[config.mk]
export PLATFORM = sky130hd
export DESIGN_NAME = demux1_2_ctrl1_buf
export DESIGN_NICKNAME = d
export VERILOG_FILES = /design/src/rtl/demux1_2_ctrl1_buf.sv
export SDC_FILE = /design/constraint.sdc
export NUM_CORES = 1
export LEC_CHECK = 0
export ABC_CLOCK_PERIOD_IN_PS = 1300
export CORE_MARGIN = 2
export CORE_UTILIZATION = 40
export CTS_CLUSTER_SIZE = 24
export DETAILED_ROUTE_END_ITERATION = 7
export PLACE_DENSITY = 0.72
export SLEW_MARGIN = 40
export SYNTH_ARGS = -nofsm -noshare
export SYNTH_HDL_FRONTEND = slang
export SYNTH_SLANG_ARGS = --single-unit
export TNS_END_PERCENT = 100
[constraint.sdc]
create_clock -name clk -period 1.3 [get_ports clk]
set_input_delay 0.325 -clock clk [delete_from_list [all_inputs] [get_ports clk]]
set_output_delay 0.325 -clock clk [all_outputs]
set_load 0.01 [all_outputs]
[src/rtl/demux1_2_ctrl1_buf.sv]
// demux1_2_ctrl1_buf -- 1-to-2 demultiplexer with a 2-entry FIFO on each output.
//   ctrl selects which queue takes input0 when in_valid && in_ready.
//   Each queue shows its head word on outputN with validN, and pops on validN && readyN.
//   Optional: define DEMUX_STATS_EN to add 8-bit wrapping pop counters stat0/stat1.
// Ports:
//   clk, rst_n          clock, async active-low reset
//   ctrl, input0        destination select, input word
//   in_valid, in_ready  input handshake (in_ready = selected queue not full)
//   output0/valid0/ready0, output1/valid1/ready1  per-queue output handshakes
//   stat0, stat1        (DEMUX_STATS_EN only) pop counts per queue

// One 2-deep FIFO lane. The head word is a registered entry, so there is no
// combinational path from wdata to rdata.
module demux1_2_queue #(
  parameter int WIDTH = 2
) (
  input  logic             clk,
  input  logic             rst_n,
  input  logic             push,
  input  logic [WIDTH-1:0] wdata,
  input  logic             pop,
  output logic [WIDTH-1:0] rdata,
  output logic             valid,
  output logic             full
);
  logic [1:0][WIDTH-1:0] mem;
  logic                  wr_ptr, rd_ptr;
  logic [1:0]            cnt;
  logic                  do_push, do_pop;

  assign valid   = (cnt != 2'd0);
  assign full    = (cnt == 2'd2);
  // Guard locally too, so a full queue can never be overwritten.
  assign do_push = push & ~full;
  assign do_pop  = pop & valid;
  // Zero when empty keeps outputs deterministic after pops and reset.
  assign rdata   = valid ? mem[rd_ptr] : '0;

  always_ff @(posedge clk or negedge rst_n) begin
    if (!rst_n) begin
      mem    <= '0;
      wr_ptr <= 1'b0;
      rd_ptr <= 1'b0;
      cnt    <= 2'd0;
    end else begin
      if (do_push) begin
        mem[wr_ptr] <= wdata;
        wr_ptr      <= ~wr_ptr;
      end
      if (do_pop) rd_ptr <= ~rd_ptr;
      case ({do_push, do_pop})
        2'b10:   cnt <= cnt + 2'd1;
        2'b01:   cnt <= cnt - 2'd1;
        default: cnt <= cnt;
      endcase
    end
  end
endmodule

module demux1_2_ctrl1_buf #(
  parameter int WIDTH = 2
) (
  input  logic             clk,
  input  logic             rst_n,
  input  logic             ctrl,
  input  logic [WIDTH-1:0] input0,
  input  logic             in_valid,
  output logic             in_ready,
  output logic [WIDTH-1:0] output0,
  output logic             valid0,
  input  logic             ready0,
  output logic [WIDTH-1:0] output1,
  output logic             valid1,
  input  logic             ready1
`ifdef DEMUX_STATS_EN
  ,
  output logic [7:0]       stat0,
  output logic [7:0]       stat1
`endif
);
  localparam int NUM_Q = 2;

  logic [NUM_Q-1:0]            push, pop, valid, full, ready;
  logic [NUM_Q-1:0][WIDTH-1:0] rdata;

  // Only ctrl's select reaches in_ready; in_valid never does.
  assign in_ready = ~full[ctrl];
  assign ready    = {ready1, ready0};

  genvar q;
  generate
    for (q = 0; q < NUM_Q; q++) begin : g_q
      assign push[q] = in_valid & in_ready & (ctrl == q[0]);
      assign pop[q]  = valid[q] & ready[q];

      demux1_2_queue #(.WIDTH(WIDTH)) u_q (
        .clk   (clk),
        .rst_n (rst_n),
        .push  (push[q]),
        .wdata (input0),
        .pop   (pop[q]),
        .rdata (rdata[q]),
        .valid (valid[q]),
        .full  (full[q])
      );
    end
  endgenerate

  assign output0 = rdata[0];
  assign output1 = rdata[1];
  assign valid0  = valid[0];
  assign valid1  = valid[1];

`ifdef DEMUX_STATS_EN
  logic [NUM_Q-1:0][7:0] stat;

  always_ff @(posedge clk or negedge rst_n) begin
    if (!rst_n) stat <= '0;
    else begin
      for (int i = 0; i < NUM_Q; i++)
        if (pop[i]) stat[i] <= stat[i] + 8'd1; // wraps 255 -> 0
    end
  end

  assign stat0 = stat[0];
  assign stat1 = stat[1];
`endif
endmodule

# Word-level counts from Yosys, hierarchy flattened
# Cells that the tools add are included.
[word_totals]
regBits = 16
out_inout_bits = 7
word_cells = 66
[classes]
add_sub_neg = 4
order_cmp = 7
eq_ne = 6
muxes = 16
n_bitwise = 17
n_reduce_logical = 6
[op_table]
columns = ["op", "count"]
rows = [
  ["two-way mux 2 bit", 8],
  ["< comparator 1 x 2 -> 1 bit, second input constant", 5],
  ["AND 1 bit", 9],
  ["bitwise mux 4 bit", 2],
  ["equality test 2 bit, second input constant", 4],
  ["NOT 1 bit", 8],
  ["case mux 2 bit (2 select lines)", 2],
  ["nonzero test 2 bit", 4],
  ["adder 2 x 1 -> 2 bit, second input constant", 2],
  ["demux 2 bit (select 1 bit)", 2],
  ["equality test 2 x 1 -> 1 bit, second input constant", 2],
  ["subtractor 2 x 1 -> 2 bit, second input constant", 2],
  [">= comparator 1 bit, second input constant", 2],
  ["logical AND 1 bit", 2],
  ["two-way mux 1 bit", 2],
]

# Longest topological paths before layout
[logic_depth]
ltp_word = 9
depth_mapped = 6
mapped_depth_nobuf = 6

# By module
# Synthesis repeated with hierarchy kept, for this count alone.
[hier_totals]
hier_cells = 67
area_unflattened_um2 = 848.3
[by_module_without_submodules]
columns = ["module", "instances", "cells_each", "area_per_inst_um2", "seq_area_each_um2"]
rows = [
  ["demux1_2_queue at g_q[1].u_q", 1, 31, 406.6, 200.2],
  ["demux1_2_queue at g_q[0].u_q", 1, 31, 397.9, 200.2],
  ["demux1_2_ctrl1_buf", 1, 5, 43.8, 0.0],
]

# Worst setup path after synthesis
# Ideal clock, no wire load.
[synth_path]
path_kind = "flip-flop to flip-flop"
start = "register g_q[0].u_q.cnt[1]"
end = "register g_q[0].u_q.cnt[1]"
setup_time_ps = 79
t_arrival_ps = 1276
required_time_ps = 1221
setup_slack_ps = -55
path_stages_with_launch = 6
path_buffers = 0
synth_period_minus_slack_ps = 1355
cell_sequence = "dfrtp_1 > nor2_1 > nor2b_1 > ha_1 > nor2_1 > xor2_1"
[synth_via]
elab_cells_between_ends = 17
classes_between = "add/sub (2); eq/ne (3); mux (3); bitwise (7); reduce/logical (2)"
[synth_rtl]
columns = ["item", "line_no", "rtl"]
rows = [
  ["start: declaration", "28", "logic [1:0] cnt;"],
  ["start signal: assignment", "52", "2'b10: cnt <= cnt + 2'd1;"],
  ["start signal: assignment", "53", "2'b01: cnt <= cnt - 2'd1;"],
  ["start signal: assignment", "54", "default: cnt <= cnt;"],
  ["nonzero test 2 bit (*)", "31", "assign valid = (cnt != 2'd0);"],
  ["AND 1 bit", "94", "assign pop[q] = valid[q] & ready[q];"],
  ["AND 1 bit (*)", "35", "assign do_pop = pop & valid;"],
  ["net g_q[0].u_q.do_pop", "29", "logic do_push, do_pop;"],
  ["equality test 2 x 1 -> 1 bit or equality test 2 bit (tied branches)", "51", "case ({do_push, do_pop})"],
  ["case mux 2 bit (2 select lines) or nonzero test 2 bit (tied branches)", "--", ""],
]
# Mark *: on every way through the listed nets, which the timed path passes. The rest lies on a longest branch. The select of a mux whose other input is x is not followed.
# A chain may end at the register's enable or synchronous reset.

# Final worst setup path
[layout_path]
start = "register g_q[0].u_q.cnt[1]"
end = "register g_q[0].u_q.cnt[1]"
[layout_via]
elab_chain_cells = 9
elab_cells_between_ends = 17
classes_between = "add/sub (2); eq/ne (3); mux (3); bitwise (7); reduce/logical (2)"
[layout_lines]
columns = ["item", "line_no", "rtl"]
rows = [
  ["equality test 2 bit", "32", "assign full = (cnt == 2'd2);"],
  ["two-way mux 1 bit (implied by the code) (2 in a row)", "87", "assign in_ready = ~full[ctrl];"],
  ["NOT 1 bit", "87", ""],
  ["AND 1 bit (2 in a row)", "93", "assign push[q] = in_valid & in_ready & (ctrl == q[0]);"],
  ["AND 1 bit", "34", "assign do_push = push & ~full;"],
  ["equality test 2 x 1 -> 1 bit or equality test 2 bit (tied branches)", "51", ""],
  ["case mux 2 bit (2 select lines) or nonzero test 2 bit (tied branches)", "--", ""],
]
# Parallel ways exist; a longest one is shown, timed or not. The select of a mux whose other input is x is not followed.

==> impl_metrics.csv <==
group,metric,value,unit
die,fp.dieW,48.7,um
pwr,power.share.switching,34.3,%
global_routing,grt_max_degree,17,
pwr,powerDensity,2510,nW/um^2
global_routing,first_global_vias,667,
detailed_routing,routedWlPerCell,13.0,um
clock_tree,cts_max_path_buffers,2,
setup_path,startpoint_type,"flop",
detailed_routing,dr.pass1.iters,4,
clock_tree,h-tree-depth,1,
final_layout,layout.cells.non_filler,136,
setup_path,max_stage_delay,0.42,ns
die,fp-row-count,16,
setup_path,critPathSlowestCell,"dfrtp_2",
pwr,pwr-share-clk,9.7,%
final_layout,area_growth,67.6,%
die,pin_count,15,
timing,hold_violations,0,
final_layout,layout-drive-gt1-share,62.4,%
final_layout,fillerInstances,153,
detailed_routing,vias,625,
synth,synth.cell_area,800,sq um
synth,syn_inst,64,
clock_tree,cts_root_buf,"clkbuf_4",
timing,fmax,658,MHz
detailed_routing,postRouteAntennaNets,0,
synth,synth.most_common_cell,"dfrtp_1",
timing,min_period_over_period,117,%
pwr,peakVddDrop,0.00168,V
synth,avgSynthCellArea,12.5,sq um
synth,synth_seq_cells,16,
detailed_routing,via_per_inst,4.60,
final_layout,fin_util,69.7,%
place,placed_area,1110,sq um
synth,ys_warn_count,0,
timing,fin_ws,-0.219,ns
pwr,p_leak,0.622,nW
die,initial_core_util,41.6,%
timing,worstMarginPinSlew,0.280,ns
pwr,p_sw,1.15,mW
die,core_area,1920,sq um
clock_tree,ctsHoldBuffers,0,
clock_tree,cts_sinks,16,
flow_run,cap_violations,0,
timing,period_needed,1.52,ns
clock_tree,insertion_delay,0.28,ns
synth,seq_area_frac_synth,50.1,%
global_routing,overflow,0,
place,gp_congestion,0.722,
die,die_area,2370,sq um
place,dp_hpwl,1.13,mm
detailed_routing,drcViolationCount,0,
setup_path,path_max_fanout,3,
timing,skew,0.00243,ns
run_status,violations,"setup timing",
setup_path,crit_chain,"buf_6, nand2b_4, buf_6, nand3b_1, ha_4, xnor2_2, nor2_2, xor2_1",
timing,setup_viol,18,
synth,synth_area_leaders,"dfrtp_1 50%, mux2_2 7.0%, xnor2_1 6.6%",
pwr,pwr-share-comb,60.7,%
place,post-place-ws,-0.557,ns
final_layout,regArea,403,sq um
detailed_routing,drt_iter0_markers,7,
final_layout,fin_nets,120,
global_routing,antenna_found_initial,0,
run_status,status,"finished, violations left",
die,die_height,48.7,um
timing,max_slew_margin,81.3,%
synth,synth_common_cells,"16 x dfrtp_1, 9 x nor2_1, 6 x xnor2_1",
clock_tree,cts_buffers,3,
setup_path,crit_type,"reg -> reg",
final_layout,diodes,0,
final_layout,final_cell_area,1340,sq um
timing,fin_tns_setup,-2.13,ns
setup_path,crit_path_frequent_cell,"buf_6",
final_layout,multi_input_area,522,sq um
synth,yosysUniqueCellTypes,21,
detailed_routing,wirelength,1.77,mm
place,place_inst,121,
timing,rsz0062_at_grt,"true",
synth,synth_top_area_share,50.1,%
clock_tree,cts_tree,"done",
synth,yosysTopAreaCell,"dfrtp_1",
global_routing,grt_pass1_wl,3.01,mm
pwr,p_int,2.21,mW
pwr,p_seq_share,29.6,%
clock_tree,cts.clk_slew.worst_paths,0.09,ns
setup_path,cp.required,1.51,ns
timing,slew_viol_final,0,
setup_path,crit_arrival,1.73,ns
place,port_buffers,14,
synth,async_flop_share,100,%
min_path,hold_class,"in -> async",
synth,ys.flop_type,"dfrtp_1",
global_routing,track_usage,16.7,%
setup_path,cp-end-kind,"flop",
synth,syn_nets,74,
synth,synth-edff-count,0,
path summary, 6_finish.rpt:
check | startpoint | end | slack (ns) | cells past startpoint
max | g_q[0].u_q.cnt[1] | g_q[0].u_q.cnt[1] | -0.22 | 8
min | rst_n | g_q[1].u_q.cnt[0] | 0.36 | 2
max reg2reg | g_q[0].u_q.cnt[1] | g_q[0].u_q.cnt[1] | -0.22 | 8
min reg2reg | g_q[0].u_q.mem[3] | g_q[0].u_q.mem[3] | 0.51 | 1
max in group asynchronous | rst_n | g_q[0].u_q.cnt[1] | 0.74 | 2
min in group clk | g_q[0].u_q.mem[3] | g_q[0].u_q.mem[3] | 0.51 | 1
layout make-up:
type / instances / share of cell area [%]
multi-input combinational: 46 / 38.9
sequential: 16 / 30.1
clock buffer: 4 / 2.71
timing repair buffer: 41 / 25.2
tap: 27 / 2.52
inverter: 2 / 0.560
critical path, delay by kind of cell, from the launching register on:
kind	cells	cell delay [ns]
XOR/XNOR	2	0.27
adder cells (fa/ha/maj)	1	0.21
buffers and inverters	2	0.22
flip-flops	1	0.42
AND/OR/NAND/NOR	3	0.31
power by group through the flow:
stage	Sequential, mW	Combinational (mW)	Clock (mW)
2_1_floorplan	0.973	0.806	0
3_3_place_gp	0.971	1.49	0
3_5_place_dp	0.979	1.53	0
4_1_cts	0.969	1.74	0.342
5_1_grt	1.04	2.20	0.382
6_report	0.993	2.04	0.326
per-layer routing:
layer  global-route usage, %  share of wire [%]  up-vias
li1                        -                  -      308
met1                    20.4                 40      305
met4                    8.57               0.51        0
met5                       0                  0        -
met2                    27.6                 57       10
met3                    3.40                2.7        2
registers in the layout, indices dropped and copies added, names as in the netlist:
name / flops
g_q.u_q.cnt: 4
g_q.u_q.mem: 8
g_q.u_q.rd_ptr: 2
g_q.u_q.wr_ptr: 2
logic make-up after synthesis:
group / count (synthesis) / synth area share, %
muxes: 12 / 17.2
xor gates and xnor gates: 10 / 11.0
DFF: 16 / 50.1
adders and majority gates: 2 / 3.13
buffers and inverters: 2 / 0.939
AOI/OAI and AO/OA: 1 / 0.625
and+or+nand+nor: 21 / 17.1
cell usage in the layout (no fill, tap or decap), types with 2 or more instances in the layout:
| master | Yosys | final |
|---|---|---|
| buf_4 | 0 | 20 |
| buf_2 | 0 | 6 |
| dlygate4sd2_1 | 0 | 2 |
| clkbuf_4 | 0 | 3 |
| xnor2_2 | 0 | 4 |
| xnor2_1 | 6 | 2 |
| nor2_4 | 0 | 3 |
| xor2_1 | 4 | 4 |
| buf_6 | 0 | 8 |
| clkdlybuf4s50_1 | 0 | 5 |
| dfrtp_1 | 16 | 14 |
| nor2_1 | 9 | 3 |
| nor2_2 | 0 | 3 |
| mux2i_1 | 4 | 4 |
| nand2b_4 | 1 | 2 |
| ha_4 | 0 | 2 |
| nor2b_1 | 3 | 2 |
| mux2_4 | 2 | 5 |
| dfrtp_2 | 0 | 2 |
| mux2_2 | 5 | 2 |
metrics by stage:
stage                     total power, mW  hold WS (ns)
after CTS                            3.05         0.356
after detailed placement             2.51         0.483
after floorplan                      1.78        0.0294
final                                3.36         0.360
after global routing                 3.62         0.354
after global placement               2.46         0.475
what timing repair did:
| item | 4_1_cts | 5_1_grt |
|---|---|---|
| pin swaps | 8 | 9 |
| gates resized for setup | 42 | 19 |
| setup endpoints to repair | 18 | 19 |
| setup buffers | 8 | 3 |
(Power assumes the default switching activity.)
